==> src/rtl/video_frame_sequencer.sv <==
// Frame sequencer between the AXI-stream ingress slave and the enhancement pipeline.
// Counts accepted pixels into x/y, tags SOF/EOL/EOF, then drains and reports completion.
module video_frame_sequencer #(
    parameter int W_BITS       = 11,
    parameter int H_BITS       = 11,
    parameter int DRAIN_CYCLES = 4
) (
    input  logic              ACLK,
    input  logic              ARESET,
    input  logic [W_BITS-1:0] cfg_width,
    input  logic [H_BITS-1:0] cfg_height,
    input  logic              cfg_continuous,
    input  logic              start,
    input  logic              abort,
    input  logic              rgb_valid,
    input  logic              pipe_ready,
    output logic              datapath_ready,
    output logic              pix_valid,
    output logic [W_BITS-1:0] pix_x,
    output logic [H_BITS-1:0] pix_y,
    output logic              sof,
    output logic              eol,
    output logic              eof,
    output logic              busy,
    output logic              frame_done,
    output logic              cfg_err,
    output logic              overrun_err,
    output logic [15:0]       frame_cnt
);

    localparam int D_BITS = $clog2(DRAIN_CYCLES + 1);
    localparam logic [D_BITS-1:0] DRAIN_INIT = D_BITS'(DRAIN_CYCLES - 1);

    typedef enum logic [1:0] {
        S_IDLE,
        S_ACTIVE,
        S_DRAIN
    } state_t;

    state_t              state_q, state_d;
    logic [W_BITS-1:0]   x_q, x_d;
    logic [H_BITS-1:0]   y_q, y_d;
    logic [W_BITS-1:0]   w_q, w_d;
    logic [H_BITS-1:0]   h_q, h_d;
    logic                cont_q, cont_d;
    logic [D_BITS-1:0]   drain_q, drain_d;
    logic [15:0]         cnt_q, cnt_d;
    logic                done_q, done_d;
    logic                cfg_err_q, cfg_err_d;
    logic                ovr_q, ovr_d;

    logic is_active;
    logic last_x;
    logic last_y;
    logic accept;
    logic last_pix;
    logic cfg_ok;
    logic drain_zero;

    always_comb begin
        is_active  = (state_q == S_ACTIVE);
        last_x     = (x_q == w_q - W_BITS'(1));
        last_y     = (y_q == h_q - H_BITS'(1));
        accept     = is_active & rgb_valid;
        last_pix   = accept & last_x & last_y;
        cfg_ok     = (cfg_width != '0) && (cfg_height != '0);
        drain_zero = (drain_q == '0);
    end

    always_ff @(posedge ACLK) begin
        if (ARESET) begin
            state_q   <= S_IDLE;
            x_q       <= '0;
            y_q       <= '0;
            w_q       <= '0;
            h_q       <= '0;
            cont_q    <= 1'b0;
            drain_q   <= '0;
            cnt_q     <= '0;
            done_q    <= 1'b0;
            cfg_err_q <= 1'b0;
            ovr_q     <= 1'b0;
        end else begin
            state_q   <= state_d;
            x_q       <= x_d;
            y_q       <= y_d;
            w_q       <= w_d;
            h_q       <= h_d;
            cont_q    <= cont_d;
            drain_q   <= drain_d;
            cnt_q     <= cnt_d;
            done_q    <= done_d;
            cfg_err_q <= cfg_err_d;
            ovr_q     <= ovr_d;
        end
    end

    // abort overrides every state, including a simultaneous start
    always_comb begin
        state_d = state_q;
        if (abort) begin
            state_d = S_IDLE;
        end else begin
            unique case (state_q)
                S_IDLE: begin
                    if (start && cfg_ok) state_d = S_ACTIVE;
                end
                S_ACTIVE: begin
                    if (last_pix) state_d = S_DRAIN;
                end
                S_DRAIN: begin
                    if (drain_zero) state_d = cont_q ? S_ACTIVE : S_IDLE;
                end
                default: state_d = S_IDLE;
            endcase
        end
    end

    always_comb begin
        x_d       = x_q;
        y_d       = y_q;
        w_d       = w_q;
        h_d       = h_q;
        cont_d    = cont_q;
        drain_d   = drain_q;
        cnt_d     = cnt_q;
        done_d    = 1'b0;
        cfg_err_d = 1'b0;
        // pixels outside ACTIVE come from the slave's registered ready skid
        ovr_d     = rgb_valid & ~is_active;
        if (abort) begin
            x_d     = '0;
            y_d     = '0;
            drain_d = '0;
        end else begin
            unique case (state_q)
                S_IDLE: begin
                    if (start) begin
                        if (cfg_ok) begin
                            w_d    = cfg_width;
                            h_d    = cfg_height;
                            cont_d = cfg_continuous;
                            x_d    = '0;
                            y_d    = '0;
                        end else begin
                            cfg_err_d = 1'b1;
                        end
                    end
                end
                S_ACTIVE: begin
                    if (accept) begin
                        if (last_x) begin
                            x_d = '0;
                            y_d = last_y ? '0 : y_q + H_BITS'(1);
                        end else begin
                            x_d = x_q + W_BITS'(1);
                        end
                    end
                    if (last_pix) drain_d = DRAIN_INIT;
                end
                S_DRAIN: begin
                    if (drain_zero) begin
                        done_d = 1'b1;
                        cnt_d  = cnt_q + 16'd1;
                        x_d    = '0;
                        y_d    = '0;
                    end else begin
                        drain_d = drain_q - D_BITS'(1);
                    end
                end
                default: begin
                    x_d = '0;
                    y_d = '0;
                end
            endcase
        end
    end

    always_comb begin
        datapath_ready = is_active & pipe_ready;
        pix_valid      = accept;
        pix_x          = x_q;
        pix_y          = y_q;
        sof            = accept & (x_q == '0) & (y_q == '0);
        eol            = accept & last_x;
        eof            = accept & last_x & last_y;
        busy           = (state_q != S_IDLE);
        frame_done     = done_q;
        cfg_err        = cfg_err_q;
        overrun_err    = ovr_q;
        frame_cnt      = cnt_q;
    end

endmodule

==> config.mk <==
export PLATFORM = sky130hd
export DESIGN_NAME = video_frame_sequencer
export DESIGN_NICKNAME = d
export VERILOG_FILES = /design/src/rtl/video_frame_sequencer.sv
export SDC_FILE = /design/constraint.sdc
export NUM_CORES = 1
export LEC_CHECK = 0
export ABC_AREA = 1
export ABC_CLOCK_PERIOD_IN_PS = 2400
export CORE_MARGIN = 2
export CORE_UTILIZATION = 53
export CTS_CLUSTER_SIZE = 8
export DETAILED_ROUTE_END_ITERATION = 8
export PLACE_DENSITY = 0.8
export SLEW_MARGIN = 15
export SYNTH_ARGS = -nofsm -noshare
export SYNTH_HDL_FRONTEND = slang
export SYNTH_SLANG_ARGS = --single-unit
==> constraint.sdc <==
create_clock -name ACLK -period 2.4 [get_ports ACLK]
set_input_delay 0.36 -clock ACLK [delete_from_list [all_inputs] [get_ports ACLK]]
set_output_delay 0.36 -clock ACLK [all_outputs]
set_load 0.01 [all_outputs]
======== Word level (Yosys, flattened, before mapping) ========
Index checks and enable logic that the tools add are counted.
storage, ports and cells
  logic and storage cells ................. 80
  bits in registers ....................... 69
  input bits .............................. 29
  output and inout port bits .............. 47
cells by class
  bitwise logic cells ..................... 12
  $add $sub $neg .......................... 6
  muxes and demuxes ....................... 20
  reductions and logical operators ........ 19
  equal/unequal tests ..................... 12
operators with widths
  kind                     number
  $mux W11                 8
  $pmux W11 S3             2
  $add A11 B1 Y11 const B  2
  $eq A11 B11 Y1           2
  $logic_not A11 Y1        2
  $reduce_bool A11 Y1      2
  $sub A11 B1 Y11 const B  2
  $add A16 B1 Y16 const B  1
  $ne A2 B2 Y1 const B     6
  $reduce_and A3 Y1        3
  $reduce_and A4 Y1        2
  $and A1 B1 Y1            7
  $mux W2                  3
  $mux W3                  2
  $pmux W2 S3              1
  $pmux W3 S2              1
  $not A1 Y1               5
  $reduce_and A5 Y1        1
  $ne A2 B1 Y1 const B     2
  $reduce_bool A2 Y1       2
  $reduce_or A4 Y1         1
  $logic_not A3 Y1         1
  $mux W1                  3
  $reduce_or A3 Y1         1
  other kinds (6)          7

======== Logic depth before layout (Yosys ltp) ========
  depth in word-level cells ............... 6
  mapped depth ............................ 16
  depth with buffers taken out ............ 16

======== Worst setup path after synthesis ========
No wires, ideal clock.
  path type ............................... reg-to-output
  start ................................... register w_q[0]
  end ..................................... output eof
  buffers on the path ..................... 0
  arrival ................................. 1682 ps
  path slack .............................. 358 ps
  stages on the path, launching flop included .. 17
  data required time ...................... 2040 ps
  cells stage by stage .................... dfxtp_1 -> inv_1 -> ha_1 -> nand2_1 -> nor2_1 -> nand2_1 -> nand2_1 -> nand2_1 -> nand2_1 -> nand2_1 -> nor2_1 -> nand2_1 -> nor2_1 -> nand2_1 -> inv_1 -> nand2_1 -> inv_1
between the ends
  word-level cells in the longest chain between the ends .. 4
ends and longest elaborated chain
  item                      RTL line  text
  start: declaration        43        logic [W_BITS-1:0] w_q, w_d;
  start signal: assignment  87        w_q <= w_d;
  $sub A11 B1 Y11           62        last_x = (x_q == w_q - W_BITS'(1));
  $eq A11 B11 Y1            62
  $and A1 B1 Y1             --
  named net eol             22        output logic eol,
  $and A1 B1 Y1             186       eof = accept & last_x & last_y;
  end: declaration          23        output logic eof,
The timed path passes the listed nets, and every way through them passes these cells.

======== Final worst setup path ========
  start ................................... register w_q[0]
  end ..................................... output eof
between the ends
  word-level cells in the longest chain between the ends .. 4
ends and longest elaborated chain
  item                         RTL line
  $sub A11 B1 Y11              62
  $eq A11 B11 Y1               62
  $and A1 B1 Y1 (2 in series)  186
No other way between the ends.

==> metrics.md <==
| Metric | Value |
|---|---|
| RR Startpoint | `w_q[0]` |
| Pre-CTS setup slack | `-0.251 ns` |
| Largest stage delay on the critical path | `0.35 ns` |
| Post-Synthesis Net Count | `713` |
| Syn. warnings | `0` |
| Maximum number of buffers from clock root to sink | `2` |
| Simple-gate share of the synthesized area | `40.4%` |
| Share of post-route cells with drive strength above 1 | `17.0%` |
| Mux share of post-synthesis cell area | `0%` |
| CTS tree | `built` |
| Sequential share of power | `41.6%` |
| XOR/XNOR Fraction of Synth Area | `4.08%` |
| Max capacitance violation total | `0` |
| Required time of the critical path | `2.04 ns` |
| Sequential-to-total area share from yosys stat | `32.1%` |
| Switching portion of total power | `32.6%` |
| Die Span X | `94.0 um` |
| Slew of the pin with the lowest slew margin | `0.391 ns` |
| Biggest area consumer among synthesized cells | `sky130_fd_sc_hd__dfxtp_1` |
| Number of setup violations in the final report | `2` |
| ANT cells | `0` |
| TritonCTS sink count | `69` |
| Async S/R FF share, synth | `0%` |
| Count of vias placed by the detailed router | `4910` |
| Commonest non-fill, non-tap cell in the layout | `sky130_fd_sc_hd__nand2_1` |
| Most area-consuming cells after synthesis | `sky130_fd_sc_hd__dfxtp_1, sky130_fd_sc_hd__nand2_1, sky130_fd_sc_hd__inv_1` |
| Violations in the final reports | `setup timing` |
| Clock power frac | `34.8%` |
| Cell-by-cell trace of the critical path | `inv_2, ha_4, xnor2_1, nor2_1, nand3_1, nor2_1, nand3_1, nor2_2, nand2_1, inv_2, nand2_2, inv_2, buf_6` |
| Combinational family with the most area after synthesis | `simple AND/OR/NAND/NOR gates` |
| Antenna violations before repair | `0` |
| Share of the synthesized area in the top cell type | `32.1%` |
| Slowest CP cell | `sky130_fd_sc_hd__dfxtp_2` |
| Outcome | `complete, but fails checks` |
| Arr. time, crit path | `2.14 ns` |
| Cell depth of the worst min-delay path | `2` |
| Die span in y | `94.0 um` |
| Number of buffers inserted for hold repair after clock tree synthesis | `0` |
| H-tree depth | `3` |
| I/O pin count | `76` |
| First-pass GRT wire length | `20000 um` |
| Net switching power figure | `0.947 mW` |
| Signed area change from the synthesized netlist to the final layout | `36.9%` |
| Syn avg cell area | `6.37 um2` |
| Hold path start | `frame_cnt[15]` |
| Number of rows in the core area | `32` |
| Shortest clock period the worst path allows after layout | `2.50 ns` |
| Total grt overflow | `0` |
| Power Total | `2.90 mW` |
| Number of port buffers | `75` |
| Pin count of the biggest net entering global routing | `25` |
| RD Place Congestion | `0.965` |
| Net total in the final layout | `840` |
| Clk slew on worst S/H paths | `0.09 ns` |
| Crit. End Element | `output pin` |
| Relative slew slack | `73.7%` |
| Iteration-0 DRC Markers | `392` |
| Number of flip-flops and latches in the synthesized netlist | `69` |
| Worst Slack Setup Final | `-0.0965 ns` |
| HPWL after DPL | `9330 um` |
| Slack of the worst reg-to-reg path | `0.19 ns` |
| Endpoint of the most critical register-to-register path | `pix_y[5]` |
| Most frequent cell on the critical path | `sky130_fd_sc_hd__inv_2` |
| Vias per inst | `5.40` |
| Final-report max-slew violation count | `0` |
| Post-Synthesis Cells | `675` |
| Compound-cell area share of the yosys netlist | `10.7%` |
| Fraction of the cycle the final worst path needs | `104%` |
| DRC violations left | `0` |
| Most used cells in the layout excluding fill and tap cells | `sky130_fd_sc_hd__nand2_1, sky130_fd_sc_hd__inv_1, sky130_fd_sc_hd__nor2_1` |
| Category of the worst setup path launch point | `flop` |
| Number of distinct standard cells referenced by the synthesized netlist | `33` |
| Unrepaired setup endpoints after global routing | `true` |
| Fmax | `0.401 GHz` |
| Netlist area before placement | `4300 um2` |
| Main synth FF type | `sky130_fd_sc_hd__dfxtp_1` |
| Num CTS Buffers | `9` |
| Worst VDD drop | `0.317 mV` |
| Routed length per placed instance | `13.9 um` |
| Area of the die | `8840 um2` |
| Share of synthesized cell area in full adder, half adder and majority cells | `2.62%` |
| Number of nets with antenna violations after detailed routing | `0` |
| Skew-Pair Late Insertion Delay | `0.35 ns` |
| Global Route Usage Sum | `28.5%` |
| Tightest Hold Check Type | `flop to flop` |
| Pint | `1.96 mW` |
| Logic depth of the worst register-to-register path | `13` |
| Number of enable flip-flop cells after synthesis | `0` |
| Combinational power share | `23.6%` |
| Kind of critical path | `flop to output pin` |
| Core Region | `7810 um2` |
| TritonRoute pass-1 iters | `7` |
| Worst hold endpoint | `frame_cnt[15]` |
| Static leakage | `2.57 nW` |
| Total routed wirelength | `12600 um` |
| Number of hold violations in the final report | `0` |
| Layout Skew | `0.0138 ns` |
| Cell area power density | `494 nW/um2` |
| Initial core utilization | `55.0%` |
| Via count of the first global-routing pass | `4459` |
| Max FO, Critical Path | `2` |
| Clock Tree Root | `sky130_fd_sc_hd__clkbuf_8` |
cell usage after synthesis (2+ instances only):
cell type,instances
sky130_fd_sc_hd__nand4_1,13
sky130_fd_sc_hd__nand3_1,69
sky130_fd_sc_hd__nand2_2,3
sky130_fd_sc_hd__nor3b_1,6
sky130_fd_sc_hd__nor4_1,10
sky130_fd_sc_hd__o21ai_0,40
sky130_fd_sc_hd__xor2_1,12
sky130_fd_sc_hd__clkbuf_1,9
sky130_fd_sc_hd__nor2_4,4
sky130_fd_sc_hd__nand2_4,3
sky130_fd_sc_hd__a21oi_1,41
sky130_fd_sc_hd__inv_2,4
sky130_fd_sc_hd__o21ai_1,4
sky130_fd_sc_hd__nor3_1,13
sky130_fd_sc_hd__and3_1,2
sky130_fd_sc_hd__nand2_1,151
sky130_fd_sc_hd__buf_2,2
sky130_fd_sc_hd__nor2_2,11
sky130_fd_sc_hd__nand3b_1,5
sky130_fd_sc_hd__ha_1,9
sky130_fd_sc_hd__nor2_1,80
sky130_fd_sc_hd__nand3_2,3
sky130_fd_sc_hd__dfxtp_1,69
sky130_fd_sc_hd__xnor2_1,8
sky130_fd_sc_hd__inv_1,96
state kept, by name, summed over array words and instances, names as in the netlist:
register and cells:
cfg_err 1, cont_q 1, drain_q 3, frame_cnt 16, frame_done 1, h_q 11, overrun_err 1, pix_x 11
pix_y 11, state_q 2, w_q 11
kinds of logic after synthesis:
kind of cell    count (synthesis)
simple gates                  376
flops                          69
compound gates                 89
xor+xnor                       20
buf+inv                       112
fa+ha+maj                       9
metal layers:
metal	vias to the layer above	GRT usage (%)	share of wire (%)
met5	-	0	0
met4	0	12.0	3.0
met3	42	5.78	8.4
met2	216	45.0	45
met1	2216	38.0	44
li1	2436	-	-
per-stage QoR:
step	area, um2	hold slack [ns]	util (%)	instances	setup TNS (ns)
floorplan	4300	0.430	-	675	0
global placement	5530	0.448	70.8	891	-0.308
detailed placement	5530	0.458	70.8	891	-0.449
CTS	5780	0.471	74.0	908	-0.104
global route	5880	0.499	75.3	909	-0.421
finish	5880	0.474	75.3	909	-0.167
timing repair:
item / CTS / global route
buffers inserted: 1 / 1
resized for setup: 22 / 32
endpoints found under the hold margin: 0 / 0
setup endpoints to repair: 2 / 3
pin swaps: 10 / 17
area by class of cell:
cell class	instances	area, um2
clock inverter	7	78.8
fill	634	1930
clock buffer	9	124
sequential	69	1390
timing repair buffer	128	1180
multi-input combinational	494	2610
tap	102	128
inverter	100	375
power by group through the flow:
stage | clock (mW) | combinational (mW) | sequential (mW)
CTS | 1.02 | 0.635 | 1.20
detailed placement | 0 | 0.611 | 1.23
floorplan | 0 | 0.392 | 1.22
global placement | 0 | 0.590 | 1.23
global route | 1.07 | 0.758 | 1.21
finish | 1.01 | 0.686 | 1.21
worst max path at each step:
stage	startpoint	end	cells past startpoint
after floorplan	w_q[0]	eof	16
after global placement	w_q[0]	eof	17
after detailed placement	w_q[0]	eof	15
after CTS	w_q[1]	eof	17
after global routing	w_q[0]	eof	13
final	w_q[0]	eof	13
critical path, delay by kind of cell (launching register included):
family	cells	cell delay [ns]
xor+xnor	1	0.12
fa+ha+maj	1	0.23
buf+inv	4	0.27
flops	1	0.35
simple gates	7	0.82
No activity file was read; power rests on OpenSTA's default activity.
